`config.mk`:
```
export PLATFORM = sky130hd
export DESIGN_NAME = bcd_display_ctrl_flat
export DESIGN_NICKNAME = d
export VERILOG_FILES = /design/src/rtl/bcd_display_ctrl_if.sv /design/src/rtl/bcd_display_ctrl.sv /design/src/flat_wrapper.sv
export SDC_FILE = /design/constraint.sdc
export NUM_CORES = 1
export LEC_CHECK = 0
export CAP_MARGIN = 20
export CELL_PAD_IN_SITES_DETAIL_PLACEMENT = 1
export CELL_PAD_IN_SITES_GLOBAL_PLACEMENT = 1
export CORE_MARGIN = 2
export CORE_UTILIZATION = 40
export CTS_CLUSTER_SIZE = 14
export DETAILED_ROUTE_END_ITERATION = 7
export HOLD_SLACK_MARGIN = 0.03
export PLACE_DENSITY = 0.83
export SYNTH_ARGS = -nofsm -noshare
export SYNTH_HDL_FRONTEND = slang
export SYNTH_SLANG_ARGS = --single-unit
```
`constraint.sdc`:
```
create_clock -name clk -period 3.6 [get_ports clk]
set_clock_uncertainty 0.05 [all_clocks]
set_input_delay 0.72 -clock clk [delete_from_list [all_inputs] [get_ports clk]]
set_output_delay 0.72 -clock clk [all_outputs]
set_load 0.02 [all_outputs]
```
`src/rtl/bcd_display_ctrl_if.sv`:
```
// Handshake and result bus between a binary-value producer and the BCD display controller.
// The producer drives start/bin_in/dp_en; the controller returns busy/done/ovf and the packed value.
interface bcd_display_ctrl_if #(
    parameter int BIN_W = 20
);
    logic             start;
    logic [BIN_W-1:0] bin_in;
    logic             dp_en;
    logic             busy;
    logic             done;
    logic             ovf;
    logic [25:0]      value;

    modport master (
        output start, bin_in, dp_en,
        input  busy, done, ovf, value
    );

    modport slave (
        input  start, bin_in, dp_en,
        output busy, done, ovf, value
    );
endinterface

```
`src/rtl/bcd_display_ctrl.sv`:
```
// Sequential double-dabble binary-to-BCD converter feeding the 6-digit display value bus.
// One input bit is consumed per clock; value only changes when a conversion completes.
module bcd_display_ctrl #(
    parameter int BIN_W   = 20,
    parameter int DIGITS  = 6,
    parameter int MAX_VAL = 999999
) (
    input  logic                clk,
    input  logic                rst_n,
    bcd_display_ctrl_if.slave   bus
);
    localparam int BCD_W = DIGITS * 4;
    localparam int CNT_W = $clog2(BIN_W + 1);
    localparam logic [BIN_W-1:0] MAX_BIN  = BIN_W'(MAX_VAL);
    localparam logic [CNT_W-1:0] LAST_CNT = CNT_W'(BIN_W - 1);
    localparam logic [BCD_W-1:0] SAT_BCD  = {DIGITS{4'h9}};

    typedef enum logic [1:0] {
        IDLE  = 2'd0,
        SHIFT = 2'd1,
        DONE  = 2'd2
    } state_t;

    state_t           state;
    logic [CNT_W-1:0] cnt;
    logic [BIN_W-1:0] bin_sr;
    logic [BCD_W-1:0] scratch;
    logic [BCD_W-1:0] scratch_adj;
    logic             dp_r;
    logic             ovf_next;

    // Per-digit add-3 correction; each nibble is handled independently, no carry between digits.
    function automatic logic [BCD_W-1:0] dabble_adj(input logic [BCD_W-1:0] bcd);
        logic [BCD_W-1:0] res;
        logic [3:0]       d;
        res = bcd;
        for (int i = 0; i < DIGITS; i++) begin
            d = bcd[i*4 +: 4];
            if (d >= 4'd5) begin
                res[i*4 +: 4] = d + 4'd3;
            end
        end
        return res;
    endfunction

    always_comb begin
        scratch_adj = dabble_adj(scratch);
    end

    always_ff @(posedge clk or negedge rst_n) begin
        if (!rst_n) begin
            state     <= IDLE;
            cnt       <= '0;
            bin_sr    <= '0;
            scratch   <= '0;
            dp_r      <= 1'b0;
            ovf_next  <= 1'b0;
            bus.busy  <= 1'b0;
            bus.done  <= 1'b0;
            bus.ovf   <= 1'b0;
            bus.value <= '0;
        end else begin
            bus.done <= 1'b0;
            case (state)
                IDLE: begin
                    if (bus.start) begin
                        bin_sr   <= bus.bin_in;
                        dp_r     <= bus.dp_en;
                        ovf_next <= (bus.bin_in > MAX_BIN);
                        scratch  <= '0;
                        cnt      <= '0;
                        bus.busy <= 1'b1;
                        state    <= SHIFT;
                    end
                end
                SHIFT: begin
                    // MSB of the operand enters the corrected BCD scratch from the right.
                    scratch <= {scratch_adj[BCD_W-2:0], bin_sr[BIN_W-1]};
                    bin_sr  <= {bin_sr[BIN_W-2:0], 1'b0};
                    cnt     <= cnt + 1'b1;
                    if (cnt == LAST_CNT) begin
                        state <= DONE;
                    end
                end
                DONE: begin
                    bus.value <= {dp_r, 1'b0, (ovf_next ? SAT_BCD : scratch)};
                    bus.ovf   <= ovf_next;
                    bus.done  <= 1'b1;
                    bus.busy  <= 1'b0;
                    state     <= IDLE;
                end
                default: begin
                    state    <= IDLE;
                    bus.busy <= 1'b0;
                end
            endcase
        end
    end
endmodule
```
`src/flat_wrapper.sv`:
```
// flat-port wrapper written by rule: the top's interface ports become plain ports
module bcd_display_ctrl_flat 
#(
    parameter int BIN_W   = 20,
    parameter int DIGITS  = 6,
    parameter int MAX_VAL = 999999
)
  (clk, rst_n, bus_start, bus_bin_in, bus_dp_en, bus_busy, bus_done, bus_ovf, bus_value);
  bcd_display_ctrl_if #(.BIN_W(BIN_W)) bus_i ();
  input  logic clk;
  input  logic rst_n;
  input wire logic [$bits(bus_i.start)-1:0] bus_start;
  input wire logic [$bits(bus_i.bin_in)-1:0] bus_bin_in;
  input wire logic [$bits(bus_i.dp_en)-1:0] bus_dp_en;
  output wire logic [$bits(bus_i.busy)-1:0] bus_busy;
  output wire logic [$bits(bus_i.done)-1:0] bus_done;
  output wire logic [$bits(bus_i.ovf)-1:0] bus_ovf;
  output wire logic [$bits(bus_i.value)-1:0] bus_value;
  assign bus_i.start = bus_start;
  assign bus_i.bin_in = bus_bin_in;
  assign bus_i.dp_en = bus_dp_en;
  assign bus_busy = bus_i.busy;
  assign bus_done = bus_i.done;
  assign bus_ovf = bus_i.ovf;
  assign bus_value = bus_i.value;
  bcd_display_ctrl #(.BIN_W(BIN_W), .DIGITS(DIGITS), .MAX_VAL(MAX_VAL)) u_core (.clk(clk), .rst_n(rst_n), .bus(bus_i));
endmodule
```
Word level (Yosys, flattened, before mapping)
Index checks and enable logic that the tools add are counted.

Memories kept: 0. Output and inout port bits: 29. Bits in latches: 0. Word-level logic and storage cells: 55. Register bits: 81. Bits in writable memories: 0. Input bits: 24. Bits in read-only memories: 0.

Shift operators: 0. Order comparisons: 7. Add/sub/neg operators: 7. Eq/ne operators: 5. Reduce and logical (&&, ||, !) cells: 6. Muxes and demuxes: 19. Multiply operators: 0. Bitwise logic cells: 1. Divide/modulo/power cells: 0.

Operator list (number): $mux 24 (2); $pmux 24 s2 (1); $pmux 20 s2 (1); $ge 4x3->1 const B (6); $add 4x2->4 const B (5); $gt 20x20->1 const B (1); $mux 20 (1); $mux 4 (5); $pmux 5 s2 (1); $reduce_and 2->1 (4); $add 5x1->5 const B (1); $eq 5x5->1 const B (1); $mux 5 (1); $mux 2 (2); $pmux 2 s2 (1); $add 3x2->3 const B (1); $mux 3 (1); $eq 2x1->1 const B (1); $eq 2x2->1 const B (1); $logic_not 2->1 (1); $mux 1 (2); $ne 2x1->1 const B (1); $ne 2x2->1 const B (1); $pmux 1 s2 (1); other kinds (2) (2).

Depth between registers and ports, before layout
Depth in word-level cells: 3. Mapped depth: 6. Depth with buffers taken out: 5.

Worst setup path after synthesis
No wires, ideal clock.

Path kind: input -> register. Start point: in bus_bin_in[15]. End point: reg u_core.ovf_next. Stages: 3. Buffers on the path: 0. Required time: 3.422 ns. Library setup time: 0.128 ns. Arrival time: 1.528 ns. Setup slack: 1.894 ns. Path through: or4_1 nor3_1 o41ai_2.

Longest elaborated chain between the ends: 1.

RTL lines: from (decl) (line flat_wrapper.sv:13) `input wire logic [$bits(bus_i.bin_in)-1:0] bus_bin_in;`; $gt 20x20->1 (line bcd_display_ctrl.sv:69) `ovf_next <= (bus.bin_in > MAX_BIN);`; to (signal assigned) (line bcd_display_ctrl.sv:69); to (decl) (line bcd_display_ctrl.sv:30) `logic ovf_next;`.

Every way passes these cells. A chain may end at the register's enable or synchronous reset.

Worst setup path in the final report
Start point: in bus_start. End point: reg u_core.bin_sr[17].

Longest elaborated chain between the ends: 2.

RTL lines: from (decl) (line flat_wrapper.sv:12) `input wire logic [$bits(bus_i.start)-1:0] bus_start;`; $ne 2x2->1 (no line); $reduce_and 2->1 (no line); to (signal assigned) (line bcd_display_ctrl.sv:67) `bin_sr <= bus.bin_in;`; to (signal assigned) (line bcd_display_ctrl.sv:79) `bin_sr <= {bin_sr[BIN_W-2:0], 1'b0};`; to (decl) (line bcd_display_ctrl.sv:26) `logic [BIN_W-1:0] bin_sr;`.

Every way passes these cells.

==> summary.log <==
[placement] port buffer count 51
[routing] count of vias placed by the detailed router 3205
[clocking] number of hold buffers added after cts 0
[routing] number of search-and-repair iterations in the first detailed-routing pass 4
[placement] global placer's final weighted congestion 0.802
[clocking] post-CTS repair timing setup buffer count 0
[synth] post-synth net total 436
[critical_path] largest incremental delay on the critical path 790 ps
[pwr] Worst VDD drop 0.232 mV
[synth] combinational family with the most area after synthesis compound AO/OA/AOI/OAI gates
[synth] Area contributors post-synth dfrtp_1 51%, o21ai_0 5.3%, nor2b_1 4.4%
[synth] synthesized-area fraction occupied by and/or/nand/nor cells 0.113
[grt] wire length of the first global-routing pass 16900 um
[pwr] power density over cell area 784 nW/um2
[timing] setup repair after global routing missed its margin false
[synth] fraction of the mapped netlist area in compound gates 0.252
[min_path] worst min-delay path category primary input to async pin
[timing] number of max-slew violations in the final report 0
[finish] layout-stage area growth over the synthesis result 21.5%
[synth] multiplexer share of the synthesized area 0.0135
[synth] number of enable flip-flop cells after synthesis 0
[timing] period utilization 0.623
[pwr] clock network fraction of design power 0.204
[placement] number of cells after detailed placement 559
[pwr] Flop pwr share 0.401
[floorplanning] floorplan die height 104 um
[grt] via count of the first global-routing pass 3409
[grt] antenna violations before repair 0
[synth] ys flop type dfrtp_1
[routing] count of unresolved DRC violations after routing 0
[synth] FF+latch count, synth 81
[clocking] clock root cell clkbuf_8
[clocking] buffer depth of the longest clock path 2
[finish] non-filler cells, final 576
[routing] routed wire length 9830 um
[clocking] CTS tree done
[floorplanning] overall die area 10800 um2
[pwr] switching power summed over all nets 0.00150 W
[routing] DRC marker count from the first detailed-route iteration 161
[synth] proportion of register bits with asynchronous set or reset after synthesis 1.00
[timing] final hold violation count 0
[clocking] CTS Sinks 81
[finish] proportion of layout cells with a drive suffix above 1 0.0632
[timing] normalized max-slew margin 0.353
[synth] most used standard cell by instance count after synthesis dfrtp_1
[critical_path] worst-path maximum fanout 15
[clocking] number of resized instances in the post-cts repair step 0
[timing] measured slew at the worst slew-check pin 970 ps
[clocking] CTS H-tree depth 3
[pwr] LEAKAGE 2.05 nW
[synth] share of the synthesized netlist area taken by xor and xnor gates 0.0110
[synth] cell count after synthesis 399
[clocking] Clock transition at path regs 90 ps
[routing] met2 routed wirelength 4790 um
[timing] post-layout minimum cycle time 2240 ps
[synth] largest area contributor in the netlist dfrtp_1
[synth] Syn Area/Cell 9.96 um2
[floorplanning] number of ports placed on the die boundary 53
[finish] diode count 0
[flow_run] number of max-cap violations 0
[grt] Remaining Overflow, GRT 0
[synth] unique cell type count in the Yosys netlist 37
[synth] Mapped Area 3980 um2
[synth] adder-cell area share of the yosys netlist 0.0409
[grt] total global-route track usage 0.190
[critical_path] CP endpoint kind register
[critical_path] Worst path slowest cell clkdlybuf4s50_1
[routing] Metal-1 WL 4590 um
[critical_path] cell-by-cell trace of the critical path clkdlybuf4s50_1 > nor2b_1 > buf_4 > a21oi_1 > o21ai_0
[floorplanning] starting utilization of the core area 0.409
[critical_path] Critical Path Source Type primary input
[timing] Achievable Freq 446 MHz
[timing] count of endpoints failing setup in the final report 0
[floorplanning] core area 9730 um2
[synth] top-area cell type share of the netlist area 0.510
[synth] Yosys Warn Count 0
[finish] utilization after layout 0.496
[floorplanning] number of placement rows 36
[synth] Commonest cells post-synth 81 x dfrtp_1, 42 x nand2_1, 42 x o21ai_0, 28 x nor2b_1, 27 x inv_1
[synth] register area share after synthesis 0.510
[critical_path] Req. time, crit path 3820 ps
[critical_path] Crit path arrival time 2460 ps
[grt] pin count of the biggest net entering global routing 82
[routing] top metal layer carrying routed signals met4
[clocking] number of clock buffers inserted by TritonCTS 9
[routing] WL/cell 17.1 um
[placement] HPWL after detailed placement 6460 um
[finish] Fillers 1101
[critical_path] count of cells along the worst register-to-register path 3
[finish] Total Nets Final 475
[routing] mean number of vias per cell 5.56
[critical_path] kind of critical path primary input to register
[pwr] Cell Int Power 0.00229 W
[floorplanning] horizontal die dimension 104 um
[pwr] combinational fraction of design power 0.395
[routing] routed length on met3 362 um
[clocking] clock latency reported for the late side of the worst-skew pair 350 ps
[pwr] fraction of power spent switching nets 0.395
[timing] setup_tns 0 ps
[routing] Routed Antenna Nets 0
[status] outcome completed
logic make-up after synthesis:
| kind of cell | count (synthesis) |
|---|---|
| xor+xnor | 5 |
| flops | 81 |
| simple gates | 93 |
| other cells | 1 |
| compound gates | 145 |
| mux | 5 |
| fa+ha+maj | 13 |
| buf+inv | 56 |
stage by stage:
step	setup WS [ps]	hold slack [ps]	cell area, um2	power (W)
detailed placement	995	420	4570	0.00301
global route	1200	169	4830	0.00408
CTS	1350	440	4800	0.00381
global placement	1040	411	4570	0.00290
finish	1360	163	4830	0.00379
floorplan	1890	374	3980	0.00250
critical path: cells and delay by family:
| kind | cells | cell delay [ps] |
|---|---|---|
| and+or+nand+nor | 1 | 400 |
| AOI/OAI and AO/OA | 2 | 250 |
| buffers and inverters | 2 | 1080 |
power by group through the flow:
stage,logic [W],registers (W),clock network [W]
3_5_place_dp,0.00148,0.00153,0
3_3_place_gp,0.00140,0.00150,0
2_1_floorplan,0.00103,0.00147,0
4_1_cts,0.00150,0.00152,0.000787
5_1_grt,0.00168,0.00157,0.000822
6_report,0.00149,0.00152,0.000773
cells in the final DEF (no fill, tap or decap), types with 11 or more instances in the layout:
cell             instances
nand2_1                 42
inv_1                   27
o31ai_1                 18
o2111ai_1               12
a21oi_1                 19
nor2b_1                 27
clkdlybuf4s50_1         50
nor2_1                  13
a22oi_1                 19
ha_1                    13
dfrtp_1                 81
o21ai_0                 42
clkbuf_8                11
flip-flops by register name, indices dropped and copies added, names as in the netlist:
register and count:
u_core.dp_r 1, u_core.cnt 5, u_core.bus.done 1, u_core.ovf_next 1, u_core.state 2, u_core.bus.value 25, u_core.bin_sr 20, u_core.scratch 24
u_core.bus.busy 1, u_core.bus.ovf 1
cell type report:
type | instances | area (um2) | area share
timing repair buffer | 57 | 586 | 0.121
multi-input combinational | 262 | 1720 | 0.356
inverter | 27 | 101 | 0.0210
sequential | 81 | 2030 | 0.420
clock buffer | 12 | 155 | 0.0321
clock inverter | 4 | 75.1 | 0.0155
tap | 133 | 166 | 0.0345
final timing paths:
path                                            startpoint                              end  slack [ps]
min in group clk           u_core.bus.value[4]$_DFFE_PN0P_  u_core.bus.value[4]$_DFFE_PN0P_         430
setup / recovery                                 bus_start    u_core.bin_sr[17]$_DFFE_PN0P_        1360
max in group asynchronous                            rst_n     u_core.bin_sr[7]$_DFFE_PN0P_        2740
setup reg to reg               u_core.state[1]$_DFFE_PN0P_        u_core.cnt[2]$_DFFE_PN0P_        1380
hold reg to reg            u_core.bus.value[4]$_DFFE_PN0P_  u_core.bus.value[4]$_DFFE_PN0P_         430
hold / removal                                       rst_n  u_core.bus.value[3]$_DFFE_PN0P_         160
layer usage:
| layer | vias to the layer above | global-route usage |
|---|---|---|
| li1 | 1512 | - |
| met1 | 1617 | 0.248 |
| met2 | 67 | 0.324 |
| met3 | 9 | 0.0403 |
| met4 | 0 | 0.0454 |
| met5 | - | 0 |
Power figures use the tool's default switching activity.
